$ cat src/rtl/t05_detranslation.sv
// Huffman bitstream decoder: reads a 32-bit character count, then walks the tree per path bit and emits one byte per leaf.
// Optional EOF_STOP_EN: a leaf carrying 8'h1A terminates the decode instead of being emitted.
module t05_detranslation #(
    parameter int unsigned ADDR_W       = 9,
    parameter int unsigned ROOT_ADDR    = 0,
    parameter int unsigned MAX_DEPTH    = 128,
    parameter logic [3:0]  ACTIVE_STATE = 4'd6
) (
    input  logic              clk,
    input  logic              rst,
    input  logic [3:0]        en_state,
    input  logic              bit_in,
    input  logic              bit_valid,
    output logic              bit_ready,
    output logic [ADDR_W-1:0] node_addr,
    output logic              node_req,
    input  logic              node_ack,
    input  logic              node_leaf,
    input  logic [7:0]        node_char,
    input  logic [ADDR_W-1:0] node_left,
    input  logic [ADDR_W-1:0] node_right,
    output logic [7:0]        char_out,
    output logic              char_valid,
    input  logic              char_ready,
    output logic [31:0]       tot_char,
    output logic              done,
    output logic              err
);

    localparam int unsigned CNT_W    = 32;
    localparam int unsigned DEPTH_W  = 8;
    localparam int unsigned BITCNT_W = 6;
    localparam logic [ADDR_W-1:0]   ROOT      = ADDR_W'(ROOT_ADDR);
    localparam logic [DEPTH_W-1:0]  DEPTH_MAX = DEPTH_W'(MAX_DEPTH);
    localparam logic [BITCNT_W-1:0] LAST_BIT  = BITCNT_W'(CNT_W - 1);
`ifdef EOF_STOP_EN
    localparam logic [7:0] EOF_CHAR = 8'h1A;
`endif

    typedef enum logic [2:0] {
        S_IDLE, S_LOAD_CNT, S_FETCH, S_BIT, S_EMIT, S_DONE, S_ERR
    } state_t;

    state_t              state, state_n;
    logic [CNT_W-1:0]    tot_char_n, char_cnt, char_cnt_n;
    logic [7:0]          char_out_n;
    logic [ADDR_W-1:0]   node_addr_n, left_q, left_n, right_q, right_n;
    logic [BITCNT_W-1:0] bit_cnt, bit_cnt_n;
    logic [DEPTH_W-1:0]  depth, depth_n;
    logic                done_n, err_n;

    logic             active;
    logic [CNT_W-1:0] tot_shift;
    logic [CNT_W-1:0] char_cnt_inc;

    assign active       = (en_state == ACTIVE_STATE);
    assign tot_shift    = {tot_char[CNT_W-2:0], bit_in};
    assign char_cnt_inc = char_cnt + CNT_W'(1);

    // State and datapath registers
    always_ff @(posedge clk or posedge rst) begin
        if (rst) begin
            state     <= S_IDLE;
            tot_char  <= '0;
            char_out  <= '0;
            node_addr <= ROOT;
            left_q    <= '0;
            right_q   <= '0;
            char_cnt  <= '0;
            bit_cnt   <= '0;
            depth     <= '0;
            done      <= 1'b0;
            err       <= 1'b0;
        end else begin
            state     <= state_n;
            tot_char  <= tot_char_n;
            char_out  <= char_out_n;
            node_addr <= node_addr_n;
            left_q    <= left_n;
            right_q   <= right_n;
            char_cnt  <= char_cnt_n;
            bit_cnt   <= bit_cnt_n;
            depth     <= depth_n;
            done      <= done_n;
            err       <= err_n;
        end
    end

    // Next-state and handshake logic; nothing advances outside the active top-level state
    always_comb begin
        state_n     = state;
        tot_char_n  = tot_char;
        char_out_n  = char_out;
        node_addr_n = node_addr;
        left_n      = left_q;
        right_n     = right_q;
        char_cnt_n  = char_cnt;
        bit_cnt_n   = bit_cnt;
        depth_n     = depth;
        bit_ready   = 1'b0;
        node_req    = 1'b0;
        char_valid  = 1'b0;

        case (state)
            S_IDLE: begin
                if (active) begin
                    char_cnt_n = '0;
                    bit_cnt_n  = '0;
                    depth_n    = '0;
                    state_n    = S_LOAD_CNT;
                end
            end
            S_LOAD_CNT: begin
                bit_ready = active;
                if (active && bit_valid) begin
                    tot_char_n = tot_shift;
                    bit_cnt_n  = bit_cnt + BITCNT_W'(1);
                    if (bit_cnt == LAST_BIT) begin
                        bit_cnt_n = '0;
                        if (tot_shift == '0) begin
                            state_n = S_DONE;
                        end else begin
                            node_addr_n = ROOT;
                            state_n     = S_FETCH;
                        end
                    end
                end
            end
            S_FETCH: begin
                node_req = active;
                if (active && node_ack) begin
                    if (node_leaf) begin
`ifdef EOF_STOP_EN
                        if (node_char == EOF_CHAR) begin
                            state_n = S_DONE;
                        end else begin
                            char_out_n = node_char;
                            state_n    = S_EMIT;
                        end
`else
                        char_out_n = node_char;
                        state_n    = S_EMIT;
`endif
                    end else begin
                        left_n  = node_left;
                        right_n = node_right;
                        state_n = S_BIT;
                    end
                end
            end
            S_BIT: begin
                bit_ready = active;
                if (active && bit_valid) begin
                    if (depth == DEPTH_MAX) begin
                        state_n = S_ERR;
                    end else begin
                        node_addr_n = bit_in ? right_q : left_q;
                        depth_n     = depth + DEPTH_W'(1);
                        state_n     = S_FETCH;
                    end
                end
            end
            S_EMIT: begin
                char_valid = active;
                if (active && char_ready) begin
                    char_cnt_n = char_cnt_inc;
                    depth_n    = '0;
                    if (char_cnt_inc == tot_char) begin
                        state_n = S_DONE;
                    end else begin
                        node_addr_n = ROOT;
                        state_n     = S_FETCH;
                    end
                end
            end
            S_DONE: begin
                if (!active) state_n = S_IDLE;
            end
            S_ERR: begin
                if (!active) state_n = S_IDLE;
            end
            default: state_n = S_IDLE;
        endcase

        done_n = (state_n == S_DONE);
        err_n  = (state_n == S_ERR);
    end

endmodule

$ cat config.mk
export PLATFORM = sky130hd
export DESIGN_NAME = t05_detranslation
export DESIGN_NICKNAME = d
export VERILOG_FILES = /design/src/rtl/t05_detranslation.sv
export SDC_FILE = /design/constraint.sdc
export NUM_CORES = 1
export LEC_CHECK = 0
export BUFFER_PORTS_ARGS = -buffer_cell sky130_fd_sc_hd__buf_2
export CORE_MARGIN = 2
export CORE_UTILIZATION = 30
export DETAILED_ROUTE_END_ITERATION = 6
export PLACE_DENSITY = 0.5
export SLEW_MARGIN = 0
export SYNTH_ARGS = -nofsm -noshare
export SYNTH_HDL_FRONTEND = slang
export SYNTH_SLANG_ARGS = --single-unit
$ cat constraint.sdc
create_clock -name clk -period 4.3 [get_ports clk]
set_clock_uncertainty 0.1 [all_clocks]
set_input_delay 0.43 -clock clk [delete_from_list [all_inputs] [get_ports clk]]
set_output_delay 0.43 -clock clk [all_outputs]
set_load 0.02 [all_outputs]
==> flow_metrics.tcl <==
set metrics [dict create \
    status "completed" \
    min_path_type "in -> async" \
    cts_sinks 118 \
    clk-insertion-delay-late_ns 0.42 \
    async_flop_share 1.00 \
    syn_avg_cell_area_um2 9.89 \
    totalWireLength_um 18100 \
    grt_pass1_vias 5293 \
    rsz0062_at_grt "no" \
    synth_top_area_frac 0.448 \
    end_kind "flop" \
    startpoint "char_cnt[13]" \
    syn_to_final_growth_pct 18.5 \
    place_hpwl_um 12900 \
    power.leakage_nw 3.62 \
    ys_ff_latch 118 \
    coreArea_um2 21700 \
    synthesis.area_um2 6600 \
    path_clk_slew_ns 0.06 \
    grt_usage 0.160 \
    p_per_area_nw_per_um2 360 \
    cts_hold_buf 0 \
    slew_viol_final 0 \
    antenna_found_initial 0 \
    dr.pass1.iters 5 \
    tritoncts "built" \
    start_kind "flop" \
    synth-compound-area-share 0.136 \
    post-route-min-period_ns 3.39 \
    drc 0 \
    cts_resized 0 \
    yosysWarnings 0 \
    maxCapViolations 0 \
    yosys-mux-area-fraction 0.115 \
    synth_cells 667 \
    tns_ns 0 \
    die_x_um 152 \
    rr_worst_depth 8 \
    portBuffers 90 \
    timing.final.setup_violations 0 \
    synth_edf_count 0 \
    synthTopCellsByArea "dfrtp_1, mux2_2, nand2_1" \
    chipHeight_um 152 \
    dieArea_um2 23200 \
    min_period_over_period 0.787 \
    worst_pin_slew_ns 1.03 \
    gp_congestion 0.847 \
    relSlewSlack 0.311 \
    overflow 0 \
    synth_top_family_by_area "simple AND/OR/NAND/NOR gates" \
    synth-seq-area-share 0.448 \
    initial_utilization 0.304 \
    synthXorXnorAreaFrac 0.0618 \
    nets 786 \
    ant_nets 0 \
    synth_fa_ha_area_frac 0.00759 \
    crit_required_ns 4.50 \
    ys_types 66 \
    clock-root-buffer "clkbuf_16" \
    cp_data_arrival_time_ns 3.59 \
    r2r_start "char_cnt[13]" \
    critPathKind "reg -> reg" \
    fmax_mhz 295 \
    synthFlopType "dfrtp_1" \
    wl_per_cell_um 17.4 \
    crit_fanout 11 \
    num_antenna_cells 0 \
    synth_nets 708 \
    worst_hold_slack_ns 0.0535 \
    htree_levels 4 \
    cts_made_buffers 17 \
    drive_gt1_frac 0.266 \
    post-cts-setup-buffers 0 \
    synth_area_leader_cell "dfrtp_1" \
    grt_max_degree 65 \
    synth-simple-area-share 0.198 \
    pin_count 91 \
    ctsLongestPathBuffers 2 \
    post_drt_via_cell_ratio 5.17 \
    rows 54 \
    drt_iter0_markers 329 \
    irDropWorstVdd_v 0.000249 \
    grt_pass1_wl_um 29700 \
    hold_violations 0 \
    vias 5366 \
    fillers 2208 \
]
## layout make-up
type | count | area, um2 | area share
clock buffers | 19 | 433 | 0.0554
clock inverters | 13 | 98.8 | 0.0126
inverters | 11 | 43.8 | 0.00560
multi-input cells | 498 | 3420 | 0.438
flip-flops and latches | 118 | 2950 | 0.378
well taps | 280 | 350 | 0.0448
repair buffers | 99 | 518 | 0.0663
## layer usage
| layer | vias to the layer above | GRT usage | wire (um) |
|---|---|---|---|
| met5 | - | 0 | 0 |
| met4 | 0 | 0.0574 | 313 |
| met3 | 18 | 0.0395 | 887 |
| met2 | 129 | 0.261 | 8660 |
| met1 | 2627 | 0.206 | 8230 |
| li1 | 2592 | - | - |
## per-stage QoR
| stage | utilization | total power, mW | cells | worst slack [ns] | area [um2] |
|---|---|---|---|---|---|
| 6_report | 0.361 | 2.81 | 1038 | 0.914 | 7820 |
| 5_1_grt | 0.361 | 2.93 | 1038 | 0.673 | 7820 |
| 4_1_cts | 0.361 | 2.84 | 1038 | 0.962 | 7820 |
| 3_5_place_dp | 0.336 | 1.53 | 1006 | 0.971 | 7290 |
| 3_3_place_gp | 0.336 | 1.53 | 1006 | 1.01 | 7290 |
| 2_1_floorplan | - | 1.43 | 667 | 0.641 | 6600 |
## cell families after synthesis
group / count (synthesis)
adders and majority gates: 4
AOI/OAI and AO/OA: 135
xor gates and xnor gates: 45
buffers and inverters: 51
and+or+nand+nor: 245
DFF: 118
muxes: 69
## final timing paths
path                                end  slack (ns)
hold / removal              tot_char[4]        0.05
hold reg to reg              bit_cnt[5]        0.38
setup / recovery               state[1]        0.91
max in group asynchronous  tot_char[26]        3.13
min in group clk              left_q[3]        0.14
setup reg to reg               state[1]        0.91
## registers in the layout, summed over array words and instances (netlist names)
| name | count |
|---|---|
| bit_cnt | 6 |
| state | 3 |
| char_cnt | 32 |
| char_out | 8 |
| tot_char | 32 |
| depth | 8 |
| err | 1 |
| left_q | 9 |
| node_addr | 9 |
| right_q | 9 |
| done | 1 |
## critical path, stage by stage (launching register included)
cell,delay (ns)
dfrtp_1,0.52
nand4_1,0.21
nor3_1,0.62
nand4b_1,0.38
xnor2_1,0.23
a2111oi_0,0.44
and3b_1,0.28
a21oi_2,0.18
or2_1,0.30
## synthesized netlist by cell type (11+ instances only)
cell type  instances
xnor2_1           24
a21oi_1           13
nor2_1            28
and3_1            13
mux2i_1           13
o21ai_0           53
o22ai_1           11
nor3_1            12
nand3_1           21
clkbuf_1          22
buf_2             12
o31ai_1           16
mux2_2            56
nand4_1           21
xor2_1            20
nand2_1           87
inv_1             11
nor4_1            14
dfrtp_1          118
## power by group
group	internal, mW	total (mW)	switching, mW
logic	0.122	0.300	0.179
clock network	0.742	1.31	0.563
registers	1.16	1.21	0.0501
## placed cells by master (no fill, tap or decap), types with 3 or more instances in the layout
| cell type | instances |
|---|---|
| a21oi_1 | 13 |
| o31ai_1 | 16 |
| and2_1 | 7 |
| buf_4 | 9 |
| dfrtp_1 | 118 |
| nor4_1 | 14 |
| buf_2 | 90 |
| clkinv_2 | 3 |
| nor4_2 | 4 |
| xor2_1 | 20 |
| mux2i_1 | 13 |
| or3_1 | 4 |
| o22ai_1 | 11 |
| clkbuf_16 | 17 |
| nor2_1 | 28 |
| inv_1 | 10 |
| xnor2_1 | 24 |
| mux2_2 | 56 |
| nand3_1 | 21 |
| a41oi_1 | 3 |
| nand2_1 | 87 |
| a21o_1 | 3 |
| ha_1 | 4 |
| and3_1 | 13 |
| nor3b_1 | 5 |
| o21ai_0 | 53 |
| a31oi_1 | 6 |
| nand2b_1 | 7 |
| nand4_1 | 21 |
| nand4b_1 | 3 |
| inv_6 | 5 |
| nor3_1 | 12 |
| clkinvlp_4 | 3 |
| and4_1 | 5 |
| a22o_1 | 4 |
Note: power is estimated with default switching activity, not from simulation.
